**src/rtl/mem_bus_pkg.sv**
```systemverilog
// Shared definitions for the north-bridge memory bus: responder FSM states
// and the default address/data widths used on both sides of the bus.
package mem_bus_pkg;

    localparam int MEM_ADDR_W = 8;
    localparam int MEM_DATA_W = 8;

    typedef enum logic [1:0] {
        IDLE   = 2'd0,
        ACCESS = 2'd1,
        DONE   = 2'd2
    } mem_state_t;

endpackage

```
**src/rtl/mem_array.sv**
```systemverilog
// Single-port synchronous word RAM with write enable and a registered read
// port. The read register is reset so the responder's rdata starts at zero;
// the storage array itself is never reset.
module mem_array #(
    parameter int ADDR_W = 8,
    parameter int DATA_W = 8
) (
    input  logic              clk,
    input  logic              rst,
    input  logic              we,
    input  logic              re,
    input  logic [ADDR_W-1:0] addr,
    input  logic [DATA_W-1:0] wdata,
    output logic [DATA_W-1:0] rdata
);

    logic [DATA_W-1:0] mem [2**ADDR_W];

    // Storage: committed on the write-enable edge.
    always_ff @(posedge clk) begin
        if (we) begin
            mem[addr] <= wdata;
        end
    end

    // Registered read: only updates when a read is issued, so it holds the
    // last read word between accesses.
    always_ff @(posedge clk or negedge rst) begin
        if (!rst) begin
            rdata <= '0;
        end else if (re) begin
            rdata <= mem[addr];
        end
    end

endmodule

```
**src/rtl/mem_responder.sv**
```systemverilog
// Memory-side responder: accepts one single-beat read or write at a time,
// holds busy for the whole access, waits WAIT_CYCLES cycles (legal 1..15)
// and then pulses rvalid or wdone.
//
// state  | meaning
// -------+-----------------------------------------------------------
// IDLE   | waiting for a request; read+write together pulses err
// ACCESS | latency countdown; access performed when the counter is 0
// DONE   | completion pulse cycle; busy drops on the way back to IDLE
module mem_responder
    import mem_bus_pkg::*;
#(
    parameter int ADDR_W      = MEM_ADDR_W,
    parameter int DATA_W      = MEM_DATA_W,
    parameter int WAIT_CYCLES = 2
) (
    input  logic              clk,
    input  logic              rst,
    input  logic              read_en,
    input  logic              write_en,
    input  logic [ADDR_W-1:0] addr,
    input  logic [DATA_W-1:0] wdata,
    output logic              busy,
    output logic [DATA_W-1:0] rdata,
    output logic              rvalid,
    output logic              wdone,
    output logic              err
);

    localparam logic [3:0] CNT_LOAD = 4'(WAIT_CYCLES - 1);

    mem_state_t        state;
    logic [3:0]        cnt;
    logic              op_wr;
    logic [ADDR_W-1:0] addr_q;
    logic [DATA_W-1:0] wdata_q;
    logic              access_last;
    logic              mem_we;
    logic              mem_re;

    // The array is enabled during the final ACCESS cycle so that the write
    // lands, and the registered read data appears, on the same edge that
    // raises wdone/rvalid.
    assign access_last = (state == ACCESS) && (cnt == 4'd0);
    assign mem_we      = access_last && op_wr;
    assign mem_re      = access_last && !op_wr;

    mem_array #(
        .ADDR_W (ADDR_W),
        .DATA_W (DATA_W)
    ) u_mem_array (
        .clk   (clk),
        .rst   (rst),
        .we    (mem_we),
        .re    (mem_re),
        .addr  (addr_q),
        .wdata (wdata_q),
        .rdata (rdata)
    );

    // Request sequencing with registered status outputs; pulses default low.
    always_ff @(posedge clk or negedge rst) begin
        if (!rst) begin
            state   <= IDLE;
            cnt     <= 4'd0;
            op_wr   <= 1'b0;
            addr_q  <= '0;
            wdata_q <= '0;
            busy    <= 1'b0;
            rvalid  <= 1'b0;
            wdone   <= 1'b0;
            err     <= 1'b0;
        end else begin
            rvalid <= 1'b0;
            wdone  <= 1'b0;
            err    <= 1'b0;
            case (state)
                IDLE: begin
                    if (read_en && write_en) begin
                        err <= 1'b1;
                    end else if (read_en || write_en) begin
                        addr_q  <= addr;
                        wdata_q <= wdata;
                        op_wr   <= write_en;
                        cnt     <= CNT_LOAD;
                        busy    <= 1'b1;
                        state   <= ACCESS;
                    end
                end
                ACCESS: begin
                    if (cnt != 4'd0) begin
                        cnt <= cnt - 4'd1;
                    end else begin
                        rvalid <= !op_wr;
                        wdone  <= op_wr;
                        state  <= DONE;
                    end
                end
                DONE: begin
                    busy  <= 1'b0;
                    state <= IDLE;
                end
                default: begin
                    busy  <= 1'b0;
                    state <= IDLE;
                end
            endcase
        end
    end

endmodule

```
**config.mk**
```make
export PLATFORM = sky130hd
export DESIGN_NAME = mem_responder
export DESIGN_NICKNAME = d
export VERILOG_FILES = /design/src/rtl/mem_bus_pkg.sv /design/src/rtl/mem_array.sv /design/src/rtl/mem_responder.sv
export SDC_FILE = /design/constraint.sdc
export NUM_CORES = 2
export LEC_CHECK = 0
export ABC_AREA = 0
export CAP_MARGIN = 20
export CORE_ASPECT_RATIO = 1.2
export CORE_MARGIN = 3
export CORE_UTILIZATION = 40
export DETAILED_ROUTE_END_ITERATION = 10
export PLACE_DENSITY_LB_ADDON = 0.12
export SYNTH_ARGS = -nofsm -noshare
export SYNTH_HDL_FRONTEND = slang
export SYNTH_SLANG_ARGS = --single-unit
```
**constraint.sdc**
```tcl
create_clock -name clk -period 5.75 [get_ports clk]
set_input_delay 1.15 -clock clk [delete_from_list [all_inputs] [get_ports clk]]
set_output_delay 1.15 -clock clk [all_outputs]
set_load 0.005 [all_outputs]
```
==> impl_metrics.ini <==
[outcome]
status = complete, no violations

[finish]
area_growth_pct = 13.2
nFillCells = 16800
nNetsFinal = 4061
drive_gt1_share_pct = 24.4
final_common_cell = edfxtp_1
utilization_pct = 45.6
layout.cells.non_filler = 6850
final_cell_mix = 2048 x edfxtp_1, 463 x mux4_2, 304 x nor2_1
ff_latch_area_um2 = 62400
multiInputGateArea_um2 = 17300

[grt]
grt_max_degree = 159
grt-ovfl-total = 0
grt.total_usage_pct = 22.0
grt_pass1_vias = 40800
antenna_found_initial = 6
grt_pass1_wl_mm = 322

[synthesis]
yosysSeqAreaShare_pct = 77.1
synthesis.nets = 3887
synth_ff_type = edfxtp_1
ys_warn_count = 0
synthCells = 3864
synth.distinct_cells = 60
async_reset_ff_share_pct = 1.68
ys_seq_elements = 2083
postSynthAreaPerCell_um2 = 20.9
synth_area_um2 = 80900
synth_edf_count = 2048

[floorplan]
die_area_um2 = 208000
dieWidth_um = 417
fp.coreArea_um2 = 201000
die_h_um = 499
initial_core_util_pct = 40.3
ios = 32
num_rows = 180

[clock_tree]
hold_buffers = 0
cts_buffers = 206
clkTransAtPathRegs_ns = 0.06
insertion_delay_ns = 0.84
cts_sinks = 2083
htree_levels = 4
cts_tree = built
ctsRootBufferMaster = clkbuf_16
cts_resized = 0
cts_buffer_depth = 3
postCtsSetupBuffers = 0

[sta]
relSlewSlack_pct = 26.7
finalCritPeriodShare_pct = 69.3
finClkSkew_ns = 0.0395
fmax_mhz = 251
worst_pin_slew_ns = 1.10
finalSetupViolCount = 0
tns_ns = 0
final_hold_viol_count = 0
finalMaxSlewViolations = 0
period_needed_ns = 3.99
rsz0062_at_grt = false

[flow_run]
maxCapViolations = 0

[power_and_ir_drop]
ir_drop_v = 0.000399
power_per_cell_area_nw_per_um2 = 520
leakagePower_nw = 28.3

[worst_setup_path]
cpMaxStageDelayCell = dfrtp_4
critical_path_arrival_ns = 4.68
criticalPathCategory = register to register
crit_fanout = 65
crit_path_start_kind = register
endpoint_kind = register
crit_top_cell = mux4_2
cp.required_ns = 6.44
slowest_delay_ns = 0.97
path_cells = buf_12 -> mux4_2 -> mux4_2 -> nor2b_1 -> a31oi_1 -> nand4_1 -> a211oi_1 -> a21oi_1

[place]
port_buffers = 31
dp.cells = 6467
dp_hpwl_mm = 139
gp_congestion = 0.826

[drt]
ant_nets = 0
avgViaCountPerCell = 5.76
firstDrtPassIters = 5
vias = 39500
drt-total-wl_mm = 228
routedWlPerCell_um = 33.3
first_iter_violations = 4073
drc_errors = 0

[worst_hold_path]
hold_class = input pin to asynchronous set/reset pin
[logic make-up (layout without fill, tap and decap cells)]
kind of cell             count (synthesis)  in the layout  share of synthesized area [%]
flip-flops                            2083           2083                           77.1
AND/OR/NAND/NOR                        497            497                           2.64
adder cells (fa/ha/maj)                  3              3                         0.0464
AO/OA/AOI/OAI                          363            363                           2.88
buffers and inverters                  237            583                           1.64
other                                    0              1                              0
multiplexers                           679            679                           15.7
XOR/XNOR                                 2              2                         0.0217
[worst paths after layout]
path / from / endpoint / slack (ns) / cells after the start
max in group asynchronous: rst / addr_q[1] / 4.99 / 2
worst min-delay path: rst / wdata_q[5] / 0.23 / 1
worst max-delay path: addr_q[0] / u_mem_array.rdata[7] / 1.76 / 8
worst min register to register: cnt[0] / cnt[0] / 0.51 / 1
min in group clk: cnt[0] / cnt[0] / 0.51 / 1
worst max register to register: addr_q[0] / u_mem_array.rdata[7] / 1.76 / 8
[metal layers]
layer | share of wire, % | vias to the layer above | track usage [%]
li1 | - | 16400 | -
met1 | 41 | 21400 | 29.7
met2 | 50 | 1295 | 36.8
met3 | 5.3 | 321 | 3.06
met4 | 3.5 | 0 | 7.39
met5 | 0 | - | 0
[registers in the layout, summed over array words and instances (netlist names)]
register and flops:
err 1, u_mem_array.mem 2048, op_wr 1, state 2
cnt 4, u_mem_array.rdata 8, wdata_q 8, rvalid 1
wdone 1, busy 1, addr_q 8
[cell type report]
type                       instances  share of cell area, %
sequential                      2083                   68.2
multi-input combinational       1544                   18.9
clock buffer                     268                   6.08
tap                             2639                   3.61
timing repair buffer             192                   2.00
clock inverter                   112                   1.22
inverter                          11                 0.0478
antenna                            1                0.00273
[power by group]
| part | switching (mW) | total (mW) | internal (mW) |
|---|---|---|---|
| Combinational | 9.40 | 14.2 | 4.79 |
| Sequential | 0.927 | 20.1 | 19.1 |
| Clock | 5.75 | 13.4 | 7.63 |
| Total | 16.1 | 47.6 | 31.5 |
[worst max-delay path, delay by kind of cell (launching register included)]
family / cells / cell delay (ns)
muxes: 2 / 1.04
DFF: 1 / 0.97
AOI/OAI and AO/OA: 3 / 0.91
buffers and inverters: 1 / 0.51
and+or+nand+nor: 2 / 0.32
[through the flow]
step	instance area [um^2]	total power [mW]	hold slack [ns]	worst slack (ns)
after global routing	91600	49.2	0.200	1.59
final	91600	47.6	0.230	1.76
after CTS	91500	48.1	0.483	1.71
after floorplan	80900	28.7	0.462	1.77
after global placement	84800	34.8	0.511	1.28
after detailed placement	84800	34.8	0.492	1.73
[cell usage after synthesis, types with 17 or more instances]
| master | number | area share, % |
|---|---|---|
| a211oi_1 | 27 | 0.25 |
| a21oi_1 | 79 | 0.49 |
| a22oi_1 | 45 | 0.42 |
| buf_1 | 17 | 0.079 |
| buf_2 | 66 | 0.41 |
| buf_4 | 33 | 0.31 |
| buf_6 | 27 | 0.38 |
| clkbuf_1 | 81 | 0.38 |
| dfrtp_1 | 35 | 1.1 |
| edfxtp_1 | 2048 | 76 |
| mux2_2 | 66 | 0.92 |
| mux2i_1 | 150 | 1.9 |
| mux4_2 | 463 | 13 |
| nand2_1 | 71 | 0.33 |
| nand3_1 | 53 | 0.33 |
| nor2_1 | 305 | 1.4 |
| o21ai_0 | 63 | 0.39 |
| o22ai_1 | 68 | 0.53 |
No activity file was read; power rests on OpenSTA's default activity.
